===== config.mk =====
export PLATFORM = sky130hd
export DESIGN_NAME = convergence_check_controller_flat
export DESIGN_NICKNAME = d
export VERILOG_FILES = /design/src/rtl/convergence_check_controller_if.sv /design/src/rtl/convergence_check_controller.sv /design/src/flat_wrapper.sv
export SDC_FILE = /design/constraint.sdc
export NUM_CORES = 1
export LEC_CHECK = 0
export ABC_AREA = 1
export CAP_MARGIN = 20
export CORE_MARGIN = 10
export CORE_UTILIZATION = 24
export DETAILED_ROUTE_END_ITERATION = 10
export DONT_BUFFER_PORTS = 1
export PLACE_DENSITY_LB_ADDON = 0.1
export SKIP_LAST_GASP = 1
export SYNTH_ARGS = -nofsm -noshare
export SYNTH_HDL_FRONTEND = slang
export SYNTH_SLANG_ARGS = --single-unit

===== constraint.sdc =====
create_clock -name clk -period 2.22 [get_ports clk]
set_input_delay 0.444 -clock clk [delete_from_list [all_inputs] [get_ports clk]]
set_output_delay 0.444 -clock clk [all_outputs]
set_load 0.005 [all_outputs]

===== src/rtl/convergence_check_controller_if.sv =====
// Handshake between the convergence check controller and the convergence check block.
interface convergence_check_controller_if;
    logic [2:0] cent_num;
    logic       convergence_reg_en;
    logic       convergence_regs_reset;
    logic       converge_res_available;
    logic       has_converged;

    modport master (
        output cent_num, convergence_reg_en, convergence_regs_reset,
        input  converge_res_available, has_converged
    );

    modport slave (
        input  cent_num, convergence_reg_en, convergence_regs_reset,
        output converge_res_available, has_converged
    );
endinterface


===== src/rtl/convergence_check_controller.sv =====
// Sequences one k-means convergence check per start pulse: feeds each centroid index,
// waits for the verdict, clears the check block and decides whether the run is over.
module convergence_check_controller #(
    parameter int centroid_num = 8,
    parameter int iter_width   = 8,
    parameter int wait_limit   = 16
) (
    input  logic                  clk,
    input  logic                  rst_n,
    input  logic                  new_run,
    input  logic                  start,
    input  logic [iter_width-1:0] max_iter,
    convergence_check_controller_if.master cc,
    output logic                  busy,
    output logic                  iter_done,
    output logic                  kmeans_done,
    output logic                  converged,
    output logic                  timeout_err,
    output logic [iter_width-1:0] iter_count
);

    localparam int wait_width = $clog2(wait_limit) + 1;
    localparam logic [2:0] last_cent = 3'(centroid_num - 1);
    localparam logic [wait_width-1:0] last_wait = wait_width'(wait_limit - 1);

    typedef enum logic [2:0] {IDLE, FEED, WAIT, CLEAR, DONE} state_t;

    state_t                  state;
    logic [wait_width-1:0]   wait_cnt;
    logic                    cap_conv;
    logic [iter_width-1:0]   iter_inc;
    logic                    run_over;

    always_comb begin
        iter_inc = (iter_count == '1) ? iter_count : iter_count + iter_width'(1);
    end

    // iter_count has already been bumped in WAIT, so the limit compares against it directly;
    // timeout_err can only be set for the iteration in flight, since leaving DONE requires new_run.
    always_comb begin
        run_over = cap_conv || timeout_err || ((max_iter != '0) && (iter_count == max_iter));
    end

    always_ff @(posedge clk or negedge rst_n) begin
        if (!rst_n) begin
            state                     <= IDLE;
            cc.cent_num               <= '0;
            cc.convergence_reg_en     <= 1'b0;
            cc.convergence_regs_reset <= 1'b1;
            busy                      <= 1'b0;
            iter_done                 <= 1'b0;
            kmeans_done               <= 1'b0;
            converged                 <= 1'b0;
            timeout_err               <= 1'b0;
            iter_count                <= '0;
            wait_cnt                  <= '0;
            cap_conv                  <= 1'b0;
        end else begin
            iter_done   <= 1'b0;
            kmeans_done <= 1'b0;
            case (state)
                IDLE: begin
                    if (new_run) begin
                        iter_count  <= '0;
                        converged   <= 1'b0;
                        timeout_err <= 1'b0;
                    end
                    if (start) begin
                        state                 <= FEED;
                        cc.cent_num           <= '0;
                        cc.convergence_reg_en <= 1'b1;
                        busy                  <= 1'b1;
                    end
                end
                FEED: begin
                    if (cc.cent_num == last_cent) begin
                        state                 <= WAIT;
                        cc.convergence_reg_en <= 1'b0;
                        wait_cnt              <= '0;
                    end else begin
                        cc.cent_num <= cc.cent_num + 3'd1;
                    end
                end
                WAIT: begin
                    if (cc.converge_res_available) begin
                        cap_conv                  <= cc.has_converged;
                        iter_count                <= iter_inc;
                        state                     <= CLEAR;
                        cc.convergence_regs_reset <= 1'b0;
                    end else if (wait_cnt == last_wait) begin
                        timeout_err               <= 1'b1;
                        cap_conv                  <= 1'b0;
                        state                     <= CLEAR;
                        cc.convergence_regs_reset <= 1'b0;
                    end else begin
                        wait_cnt <= wait_cnt + wait_width'(1);
                    end
                end
                CLEAR: begin
                    cc.convergence_regs_reset <= 1'b1;
                    busy                      <= 1'b0;
                    if (run_over) begin
                        state       <= DONE;
                        kmeans_done <= 1'b1;
                        converged   <= cap_conv;
                    end else begin
                        state     <= IDLE;
                        iter_done <= 1'b1;
                    end
                end
                DONE: begin
                    if (new_run) begin
                        state       <= IDLE;
                        iter_count  <= '0;
                        converged   <= 1'b0;
                        timeout_err <= 1'b0;
                    end
                end
                default: begin
                    state                     <= IDLE;
                    busy                      <= 1'b0;
                    cc.convergence_reg_en     <= 1'b0;
                    cc.convergence_regs_reset <= 1'b1;
                end
            endcase
        end
    end

endmodule


===== src/flat_wrapper.sv =====
// flat-port wrapper written by rule: the top's interface ports become plain ports
module convergence_check_controller_flat 
#(
    parameter int centroid_num = 8,
    parameter int iter_width   = 8,
    parameter int wait_limit   = 16
)
  (clk, rst_n, new_run, start, max_iter, busy, iter_done, kmeans_done, converged, timeout_err, iter_count, cc_cent_num, cc_convergence_reg_en, cc_convergence_regs_reset, cc_converge_res_available, cc_has_converged);
  convergence_check_controller_if cc_i ();
  input  logic clk;
  input  logic rst_n;
  input  logic new_run;
  input  logic start;
  input  logic [iter_width-1:0] max_iter;
  output logic busy;
  output logic iter_done;
  output logic kmeans_done;
  output logic converged;
  output logic timeout_err;
  output logic [iter_width-1:0] iter_count;
  output wire logic [$bits(cc_i.cent_num)-1:0] cc_cent_num;
  output wire logic [$bits(cc_i.convergence_reg_en)-1:0] cc_convergence_reg_en;
  output wire logic [$bits(cc_i.convergence_regs_reset)-1:0] cc_convergence_regs_reset;
  input wire logic [$bits(cc_i.converge_res_available)-1:0] cc_converge_res_available;
  input wire logic [$bits(cc_i.has_converged)-1:0] cc_has_converged;
  assign cc_cent_num = cc_i.cent_num;
  assign cc_convergence_reg_en = cc_i.convergence_reg_en;
  assign cc_convergence_regs_reset = cc_i.convergence_regs_reset;
  assign cc_i.converge_res_available = cc_converge_res_available;
  assign cc_i.has_converged = cc_has_converged;
  convergence_check_controller #(.centroid_num(centroid_num), .iter_width(iter_width), .wait_limit(wait_limit)) u_core (.clk(clk), .rst_n(rst_n), .new_run(new_run), .start(start), .max_iter(max_iter), .cc(cc_i), .busy(busy), .iter_done(iter_done), .kmeans_done(kmeans_done), .converged(converged), .timeout_err(timeout_err), .iter_count(iter_count));
endmodule

# Word level (Yosys, flattened, before mapping)
# Cells that the tools add are included.
[word_totals] input_bits=14 register_bits=27 wordCells=98 output_inout_bits=18
[classes] n_reduce_logical=24 addsub=3 bitwise=3 mux=36 eq_ne=20
[op_table] cell="$mux W3" count=8
[op_table] cell="$mux W8" count=3
[op_table] cell="$pmux W8 S2" count=1
[op_table] cell="$reduce_and A4 Y1" count=4
[op_table] cell="$mux W5" count=3
[op_table] cell="$pmux W3 S5" count=1
[op_table] cell="$ne A2 B2 Y1 const B" count=7
[op_table] cell="$mux W1" count=13
[op_table] cell="$pmux W5 S2" count=1
[op_table] cell="$reduce_bool A2 Y1" count=5
[op_table] cell="$reduce_and A3 Y1" count=3
[op_table] cell="$reduce_or A3 Y1" count=3
[op_table] cell="$add A8 B1 Y8 const B" count=1
[op_table] cell="$eq A8 B8 Y1" count=1
[op_table] cell="$eq A8 B8 Y1 const B" count=1
[op_table] cell="$ne A2 B1 Y1 const B" count=4
[op_table] cell="$pmux W1 S2" count=4
[op_table] cell="$reduce_bool A8 Y1" count=1
[op_table] cell="$eq A3 B2 Y1 const B" count=2
[op_table] cell="$eq A3 B3 Y1 const B" count=2
[op_table] cell="$pmux W3 S2" count=1
[op_table] cell="$reduce_and A2 Y1" count=3
[op_table] cell="$add A5 B1 Y5 const B" count=1
[op_table] cell="$eq A5 B4 Y1 const B" count=1
[op_table] cell="9 further kinds" count=12

# Logic depth before layout (Yosys ltp)
# Gate-level depths: netlist of the first run.
[depth] depth_word=5 ltp_mapped=11

# Least setup slack after synthesis of the first run
# Ideal clock, no wire load.
[synth_timing] path_kind="register to register" from="register u_core.wait_cnt[0]" to="register u_core.wait_cnt[0]" n_path_buf=0 slack_ns=0.704 arrival_time_ns=1.385 synth_period_minus_slack_ns=1.516 setup_time_ns=0.131 required_time_ns=2.089 path_stages_with_launch=11 path_cell_list="dfrtp_1 > ha_1 > nand2_1 > nor2_1 > ha_1 > inv_1 > nand2_1 > nand2_1 > nand2_2 > nor2_2 > mux2i_1"
[synth_between] elab_chain_cells=4 elab_cells_between_ends=7 classes_between="add/sub (1); eq/ne (2); mux (3); reduce/logical (1)"
[synth_lines] item="start: declaration" line="convergence_check_controller.sv:29" rtl="logic [wait_width-1:0] wait_cnt;"
[synth_lines] item="start signal: assignment" line="convergence_check_controller.sv:96" rtl="wait_cnt <= wait_cnt + wait_width'(1);"
[synth_lines] item="$add A5 B1 Y5" line="convergence_check_controller.sv:96"
[synth_lines] item="$mux W5" line="convergence_check_controller.sv:90" rtl="end else if (wait_cnt == last_wait) begin"
[synth_lines] item="$mux W5" line="convergence_check_controller.sv:85" rtl="if (cc.converge_res_available) begin"
[synth_lines] item="$pmux W5 S2" line="convergence_check_controller.sv:61" rtl="case (state)"
# Several ways; a longest one is shown, not always the timed one. The select of a mux whose other input is x is not followed.
# A chain may end at the register's enable or synchronous reset.

# Worst setup path after layout of the first run
[layout_timing] from="register u_core.wait_cnt[0]" to="register u_core.wait_cnt[2]"
# Same word-level chain as after synthesis.

==> results of run 1 <==
==> layout make-up <==
| cell class | count | area, um2 |
|---|---|---|
| Fill cell | 709 | 4690 |
| Multi-Input combinational cell | 137 | 818 |
| Tap cell | 77 | 96.3 |
| Timing Repair Buffer | 2 | 30.0 |
| Sequential cell | 27 | 677 |
| Inverter | 27 | 104 |
| Clock buffer | 4 | 45.0 |
==> routing by layer <==
| layer | global-route usage (%) | up-vias | part of all wire, % |
|---|---|---|---|
| li1 | - | 626 | - |
| met1 | 10.3 | 567 | 48 |
| met2 | 13.0 | 15 | 45 |
| met3 | 2.83 | 2 | 6.1 |
| met4 | 2.28 | 0 | 0.76 |
| met5 | 0 | - | 0 |
==> Yosys cell counts, drive strengths merged <==
master	number	area share (%)
a22o	2	1.1
nor3	2	0.62
dfstp	1	1.6
nand3	16	6.2
dfrtp	26	40
a21bo	1	0.62
a21oi	2	0.62
o31ai	1	0.46
xor2	3	1.6
nand4	4	1.9
ha	5	3.8
buf	2	1.7
inv	27	6.4
nand3b	1	0.46
or2	2	0.77
mux2i	1	0.62
nand2	48	13
o21ai	19	7.7
xnor2	6	3.2
nor2	24	8.0
==> logic make-up after synthesis <==
logic type      after synthesis  synth area share [%]
compound gates               25                  10.5
xor+xnor                      9                  4.85
fa+ha+maj                     5                  3.85
buf+inv                      29                  8.08
flops                        27                  41.6
mux                           1                 0.615
simple gates                 97                  30.5
==> flip-flops by register name (all words and copies together) (netlist names), 3 cells and up <==
signal,flops
u_core.wait_cnt,5
u_core.state,3
u_core.iter_count,8
u_core.cc.cent_num,3
==> worst max-delay path by stage <==
stage                     depth (start not counted)                  from  slack [ns]              endpoint
after detailed placement                         11    u_core.wait_cnt[0]        0.53    u_core.wait_cnt[2]
after global routing                             11    u_core.wait_cnt[0]        0.31    u_core.wait_cnt[2]
after global placement                            8  u_core.iter_count[1]        0.55  u_core.iter_count[2]
final                                            11    u_core.wait_cnt[0]        0.51    u_core.wait_cnt[2]
after floorplan                                  10    u_core.wait_cnt[0]        0.70    u_core.wait_cnt[0]
after CTS                                        11    u_core.wait_cnt[0]        0.51    u_core.wait_cnt[2]
==> metrics by stage <==
stage	area (um2)	worst slack, ns
2_1_floorplan	1630	0.704
3_3_place_gp	1700	0.551
3_5_place_dp	1700	0.530
4_1_cts	1770	0.510
5_1_grt	1770	0.308
6_report	1770	0.514
==> cell usage in the layout (no fill, tap or decap), types with 2 or more instances in the layout <==
cell,count
a21oi_1,2
a22o_1,2
clkbuf_8,3
dfrtp_1,26
ha_1,5
inv_1,23
inv_2,3
nand2_1,44
nand2_4,3
nand3_1,12
nand3_2,4
nand4_1,3
nor2_1,19
nor2_2,3
nor2_8,2
nor3_1,2
o21ai_0,11
o21ai_1,2
o21ai_2,5
xnor2_1,6
xor2_1,3
==> worst reg2reg max path, stage by stage (launching register included) <==
cell and delay (ns):
dfrtp_1 0.42, ha_1 0.22, nand2_1 0.09, nor2_1 0.05, ha_1 0.20, inv_1 0.09, nand2_1 0.06, nand2_1 0.07
nand2_2 0.07, nor2_2 0.21, nand4_1 0.11, nand2_1 0.08
==> what timing repair did <==
item | 4_1_cts | 5_1_grt
setup buffers | 0 | 0
hold buffers | 2 | 0
endpoints found under the hold margin | 27 | 0
==> report_power, final <==
group	total [uW]	internal [uW]	switching, uW
Sequential	852	658	194
Combinational	847	298	549
Clock	293	129	164
==> out/results.txt, run 1 <==
status: finished, final reports clean
Ys Warns: 0
Rel. slew slack: 77.9%
number of global-route vias before repair: 1288
Fin Hold WS: 0.262 ns
Die ar.: 0.0105 mm2
CTS H-tree depth: 1
I/O pin cnt: 32
Skew-Pair Late Insertion Delay: 0.27 ns
worst path buffer plus inverter count: 1
Wirelength per Cell: 14.8 um
period utilization: 76.8%
row count: 29
Pins Over Slew Limit: 0
Layout Skew: 0.00505 ns
Mapped Area: 0.00163 mm2
WHS Path Cells: 1
clk slew on worst S/H paths: 0.10 ns
global-route usage over all layers: 8.21%
largest net degree at the start of global routing: 28
Finished Core Util: 27.4%
post-DP HPWL: 3210 um
final hold violations: 0
Worst-Margin Slew: 0.331 ns
port buffer count: 0
crit path max fanout: 6
post-synthesis sequential area ratio: 41.6%
Die H: 102 um
CTS tree: done
cell mode on critical path: nand2_1
Final Non-Filler Cells: 274
RSZ-0062 raised after global routing: no
Final TNS setup: 0 ns
Max VDD drop: 0.000332 V
Avg Cell Area, Syn: 8.43 um2
worst hold start: new_run
Pwr Density: 1130 mW/mm2
worst r2r src: u_core.wait_cnt[0]
worst setup path class: flip-flop to flip-flop
Worst Setup End Kind: flip-flop
Post-Syn Nets: 212
clk sink count: 27
first-pass GRT wire length: 6710 um
DRC: 0
gpl congestion: 0.739
#FFs+latches synth: 27
max incr delay on CP: 0.42 ns
Placeable Area: 0.00646 mm2
synth unique cells: 33
cells along the critical path: ha_1 -> nand2_1 -> nor2_1 -> ha_1 -> inv_1 -> nand2_1 -> nand2_1 -> nand2_2 -> nor2_2 -> nand4_1 -> nand2_1
Longest Clk Path Bufs: 2
synthesized instance count: 193
# diodes: 0
post_cts resized: 0
Hold/Removal Path Class: input pin to flip-flop
GR Overflow Total: 0
final antenna-violating net count: 0
Via-to-Cell Ratio: 4.42
number of DRC markers in iteration 0: 35
Syn-to-layout area delta: 8.85%
initial antenna violation count: 0
Leak: 0.000860 uW
Worst EP required: 2.44 ns
TritonCTS buffer count: 3
share of cells above drive strength 1: 15.7%
initial core utilization: 25.2%
Crit path max-delay family: simple AND/OR/NAND/NOR gates
# setup viols final: 0
Vias: 1210
final wirelength: 4060 um
Worst Setup Start Kind: flip-flop
placed insts: 268
nets@finish: 217
Max Fclk: 586 MHz
Critical R2R Capture: u_core.wait_cnt[2]
Crit-path slowest cell: dfrtp_1
max cap viols: 0
Worst EP arrival: 1.92 ns
Overall Power: 1990 uW
worst-case reg-to-reg path depth: 11
Die X: 102 um
Hold Crit Endpoint: u_core.state[2]
drt pass-1 iters: 3
setup slack, reg-to-reg: 0.51 ns
minimum clock period: 1.71 ns
CTS root buf: clkbuf_8
(Power assumes the default switching activity.)
==> run 2: changes to the inputs <==
Clock period 2.22 ns to 1.6 ns, I/O delays scaled along.
==> run 2 against run 1 <==
Against the previous run:
- first-iteration DRC count grew 11%
- die area unchanged
- count of clock-buffer cells in the layout is the same
- critical path depth down 2
- highest routed layer unchanged
- final cell count up 7.7%
==> out/results.txt, run 2 (synthesized netlist as in run 1, its figures left out) <==
Worst EP required: 1.77 ns (was 2.44 ns)
TritonCTS buffer count: 3 (unchanged)
largest net degree at the start of global routing: 28 (unchanged)
number of DRC markers in iteration 0: 39 (was 35)
minimum clock period: 1.57 ns (was 1.71 ns)
Worst Setup Start Kind: flip-flop (unchanged)
Longest Clk Path Bufs: 2 (unchanged)
CTS H-tree depth: 1 (unchanged)
Wirelength per Cell: 14.3 um (was 14.8 um)
Logic pwr share: 51.0% (was 42.5%)
crit path max fanout: 8 (was 6)
commonest non-fill, non-tap cell in the layout: nand2_1 (unchanged)
post-DP HPWL: 3360 um (was 3210 um)
largest registers: u_core.iter_count x8, u_core.wait_cnt x5 (unchanged)
period utilization: 97.9% (was 76.8%)
Pins Over Slew Limit: 0 (unchanged)
# setup viols final: 0 (unchanged)
share of cells above drive strength 1: 30.3% (was 15.7%)
Max VDD drop: 0.000564 V (was 0.000332 V)
Flop pwr share: 36.3% (was 42.8%)
switching share of power: 43.4% (was 45.5%)
clk sink count: 27 (unchanged)
RSZ-0062 raised after global routing: yes (was no)
final antenna-violating net count: 0 (unchanged)
Final TNS setup: 0 ns (unchanged)
Die ar.: 0.0105 mm2 (unchanged)
CTS root buf: clkbuf_8 (unchanged)
DRC: 0 (unchanged)
drt pass-1 iters: 4 (was 3)
setup slack, reg-to-reg: 0.03 ns (was 0.51 ns)
gpl congestion: 0.781 (was 0.739)
initial core utilization: 25.2% (unchanged)
Finished Cell Area: 0.00201 mm2 (was 0.00177 mm2)
Vias: 1286 (was 1210)
dpl cell area: 0.00182 mm2 (was 0.00170 mm2)
nets@finish: 238 (was 217)
worst r2r src: u_core.iter_count[0] (was u_core.wait_cnt[0])
Die H: 102 um (unchanged)
global-route usage over all layers: 8.20% (was 8.21%)
CP startpoint: u_core.iter_count[0] (was u_core.wait_cnt[0])
most frequent cells in the layout: nand2_1, dfrtp_1, inv_1, buf_4, nor2_1 (was nand2_1, dfrtp_1, inv_1, nor2_1, nand3_1)
port buffer count: 0 (unchanged)
Worst EP arrival: 1.74 ns (was 1.92 ns)
Finished Core Util: 31.1% (was 27.4%)
final wirelength: 4220 um (was 4060 um)
Switch Pwr: 1360 uW (was 907 uW)
clk slew on worst S/H paths: 0.10 ns (about the same)
Die X: 102 um (unchanged)
Worst-Margin Slew: 0.313 ns (was 0.331 ns)
Int Pwr: 1770 uW (was 1080 uW)
Placeable Area: 0.00646 mm2 (unchanged)
max reg flops: 8 (unchanged)
Syn-to-layout area delta: 23.5% (was 8.85%)
Worst Setup End Kind: flip-flop (unchanged)
status: finished, final reports clean (unchanged)
worst setup path class: flip-flop to flip-flop (unchanged)
row count: 29 (unchanged)
Leak: 0.000985 uW (was 0.000860 uW)
largest register by flop count: u_core.iter_count (unchanged)
Skew-Pair Late Insertion Delay: 0.27 ns (about the same)
Max Fclk: 639 MHz (was 586 MHz)
Overall Power: 3130 uW (was 1990 uW)
# diodes: 0 (unchanged)
worst hold start: new_run (unchanged)
Via-to-Cell Ratio: 4.36 (was 4.42)
Layout Skew: 0.00477 ns (was 0.00505 ns)
number of global-route vias before repair: 1268 (was 1288)
Rel. slew slack: 79.1% (was 77.9%)
GR Overflow Total: 0 (unchanged)
max cap viols: 0 (unchanged)
Pwr Density: 1560 mW/mm2 (was 1130 mW/mm2)
clock network power share: 12.7% (was 14.7%)
Fin Hold WS: 0.148 ns (was 0.262 ns)
I/O pin cnt: 32 (unchanged)
CTS tree: done (unchanged)
initial antenna violation count: 0 (unchanged)
first-pass GRT wire length: 6640 um (was 6710 um)
final hold violations: 0 (unchanged)
Hold/Removal Path Class: input pin to flip-flop (unchanged)
run 2: per-stage QoR:
| step | worst slack (ns) | instances |
|---|---|---|
| 2_1_floorplan | 0.0841 | 193 |
| 5_1_grt | -0.0659 | 295 |
| 3_5_place_dp | -0.0536 | 284 |
| 6_report | 0.0342 | 295 |
| 4_1_cts | 0.000621 | 290 |
| 3_3_place_gp | 0.0370 | 284 |
run 2: repair_timing:
action                                  4_1_cts  5_1_grt
endpoints found under the hold margin        27        0
pin swaps                                     0       11
hold buffers                                  2        0
endpoints found under the setup margin        4       15
gates resized for setup                       1       21
buffers inserted                              0        5
run 2: metal layers:
layer  part of all wire [%]  vias to the layer above  global-route usage, %
li1                       -                      677                      -
met1                     48                      582                   10.5
met2                     45                       23                   12.3
met3                    5.5                        4                   3.10
met4                    1.8                        0                   2.82
met5                      0                        -                      0
run 2: final timing paths:
path,depth (start not counted),end
max in group asynchronous,2,u_core.cc.convergence_regs_reset
max reg2reg,9,u_core.iter_count[6]
min in group asynchronous,2,u_core.iter_count[1]
min reg2reg,2,u_core.cc.convergence_regs_reset
min,1,u_core.state[2]
max,9,u_core.iter_count[6]
run 2: power groups by stage:
stage / clock network, uW / registers [uW] / logic, uW
6_report: 396 / 1140 / 1600
5_1_grt: 460 / 1170 / 1790
4_1_cts: 420 / 1130 / 1480
3_3_place_gp: 0 / 1130 / 1410
3_5_place_dp: 0 / 1150 / 1430
2_1_floorplan: 0 / 1110 / 1030
run 2: final cells by class:
class                           count  area (um2)
Fill cell                         682        4450
Multi-Input combinational cell    137         887
Sequential cell                    27         677
Timing Repair Buffer               23         199
Inverter                           27         104
Tap cell                           77        96.3
Clock buffer                        4        45.0
run 2: worst max-delay path, cell delays in order (launching register included):
cell	delay (ns)
dfrtp_1	0.41
ha_4	0.18
nand2_4	0.06
nor2_4	0.10
nand3_2	0.09
o21ai_4	0.25
nand2_8	0.10
buf_8	0.15
nand3_2	0.06
o21ai_2	0.05
==> run 3: changes to the inputs <==
Settings changed: TNS_END_PERCENT set to 1.
==> run 3 against run 2 <==
Against the previous run:
- non-clock buffer count unchanged
- worst hold slack improved by 0.00067 ns
- design area fell by 1.1%
- critical path depth unchanged
- register-to-register slack is essentially flat
- clock power barely moved
- largest power group unchanged
- critical path type unchanged
==> out/results.txt, run 3 (synthesized netlist as in run 1, its figures left out) <==
gpl congestion: 0.781 (unchanged)
largest register by flop count: u_core.iter_count (unchanged)
worst setup path class: flip-flop to flip-flop (unchanged)
Leak: 0.000968 uW (was 0.000985 uW)
clk slew on worst S/H paths: 0.10 ns (about the same)
switching share of power: 43.3% (was 43.4%)
Syn-to-layout area delta: 22.2% (was 23.5%)
Die ar.: 0.0105 mm2 (unchanged)
met3 routed WL: 257 um (was 233 um)
status: finished, final reports clean (unchanged)
Worst-Margin Slew: 0.313 ns (about the same)
first-pass GRT wire length: 6640 um (unchanged)
pre-CTS WS: -0.0536 ns (unchanged)
I/O pin cnt: 32 (unchanged)
Pins Over Slew Limit: 0 (unchanged)
clock network power share: 12.8% (was 12.7%)
Rel. slew slack: 79.1% (about the same)
drt pass-1 iters: 4 (unchanged)
row count: 29 (unchanged)
port buffer count: 0 (unchanged)
initial antenna violation count: 0 (unchanged)
Switch Pwr: 1340 uW (was 1360 uW)
period utilization: 98.2% (was 97.9%)
Wirelength per Cell: 14.3 um (about the same)
Int Pwr: 1750 uW (was 1770 uW)
Die H: 102 um (unchanged)
largest registers: u_core.iter_count x8, u_core.wait_cnt x5 (unchanged)
Via-to-Cell Ratio: 4.35 (was 4.36)
setup slack after layout: 0.0290 ns (was 0.0342 ns)
largest net degree at the start of global routing: 28 (unchanged)
GR Overflow Total: 0 (unchanged)
Skew-Pair Late Insertion Delay: 0.27 ns (about the same)
Worst EP arrival: 1.74 ns (about the same)
minimum clock period: 1.57 ns (about the same)
max cap viols: 0 (unchanged)
post-DP HPWL: 3360 um (unchanged)
number of DRC markers in iteration 0: 42 (was 39)
# diodes: 0 (unchanged)
Flop pwr share: 36.6% (was 36.3%)
final wirelength: 4220 um (about the same)
Overall Power: 3090 uW (was 3130 uW)
Worst Setup End Kind: flip-flop (unchanged)
Logic pwr share: 50.6% (was 51.0%)
CTS tree: done (unchanged)
Finished Core Util: 30.8% (was 31.1%)
Hold/Removal Path Class: input pin to flip-flop (unchanged)
CTS root buf: clkbuf_8 (unchanged)
final hold violations: 0 (unchanged)
DRC: 0 (unchanged)
commonest non-fill, non-tap cell in the layout: nand2_1 (unchanged)
# setup viols final: 0 (unchanged)
Max VDD drop: 0.000560 V (was 0.000564 V)
placed insts: 284 (unchanged)
Layout Skew: 0.00402 ns (was 0.00477 ns)
Die X: 102 um (unchanged)
TritonCTS buffer count: 3 (unchanged)
top layer reached by signal wires: met4 (unchanged)
number of global-route vias before repair: 1268 (unchanged)
most frequent cells in the layout: nand2_1, dfrtp_1, inv_1, buf_4, nor2_1 (unchanged)
FILL cells: 681 (was 682)
nets@finish: 238 (unchanged)
met2 routed WL: 1880 um (was 1900 um)
clk sink count: 27 (unchanged)
Longest Clk Path Bufs: 2 (unchanged)
RSZ-0062 raised after global routing: yes (unchanged)
CTS H-tree depth: 1 (unchanged)
Placeable Area: 0.00646 mm2 (unchanged)
global-route usage over all layers: 8.20% (unchanged)
Met1 Wirelength: 2010 um (about the same)
Final Non-Filler Cells: 295 (unchanged)
max reg flops: 8 (unchanged)
final antenna-violating net count: 0 (unchanged)
Worst EP required: 1.77 ns (about the same)
Worst Setup Start Kind: flip-flop (unchanged)
Vias: 1284 (was 1286)
Final TNS setup: 0 ns (unchanged)
Pwr Density: 1560 mW/mm2 (about the same)
share of cells above drive strength 1: 28.4% (was 30.3%)
crit path max fanout: 8 (unchanged)
Max Fclk: 637 MHz (was 639 MHz)
initial core utilization: 25.2% (unchanged)
run 3: cell counts in the layout (fill, tap and decap cells not counted):
No cell type changed its count.
run 3: area by class of cell:
cell class	instances	area [um2]	area share [%]
multi-input cells	137	866	43.6
clock buffers	4	45.0	2.27
repair buffers	23	199	10.0
flip-flops and latches	27	677	34.1
inverters	27	104	5.23
well taps	77	96.3	4.85
run 3: final timing paths:
path,slack (ns),cells past startpoint,to,start
max,0.03,9,u_core.iter_count[6],u_core.iter_count[0]
min,0.15,1,u_core.state[2],new_run
min in group asynchronous,0.49,2,u_core.iter_count[1],rst_n
min reg2reg,0.50,2,u_core.cc.convergence_regs_reset,u_core.cc.convergence_regs_reset
max in group asynchronous,0.88,2,u_core.cc.convergence_regs_reset,rst_n
max reg2reg,0.03,9,u_core.iter_count[6],u_core.iter_count[0]
run 3: worst max-delay path, cell delays in order, from the launching register on:
cell,delay [ns]
dfrtp_1,0.41
ha_4,0.17
nand2_2,0.06
nor2_2,0.11
nand3_2,0.10
o21ai_4,0.25
nand2_8,0.10
buf_8,0.15
nand3_2,0.06
o21ai_2,0.05
run 3: routing by layer:
metal	track usage, %	up-vias
met2	12.3	21
met3	3.10	4
li1	-	673
met4	2.82	0
met1	10.5	586
met5	0	-
run 3: timing repair:
item,in CTS,in global routing
pin swaps,0,9
resized for setup,1,15
hold endpoints to repair,27,0
setup endpoints to repair,4,15
hold buffers,2,0
setup buffers,0,5
gates cloned,0,0
run 3: through the flow:
step | instance area [um2] | hold WS [ns]
global placement | 1820 | 0.0266
CTS | 1900 | 0.143
floorplan | 1630 | 0.0244
detailed placement | 1820 | 0.0265
finish | 1990 | 0.149
global route | 1990 | 0.134
run 3: power by group through the flow:
stage	clock (uW)	combinational [uW]	sequential [uW]
after floorplan	0	1030	1110
after global placement	0	1410	1130
after detailed placement	0	1430	1150
after CTS	420	1480	1130
after global routing	460	1760	1170
final	396	1560	1130
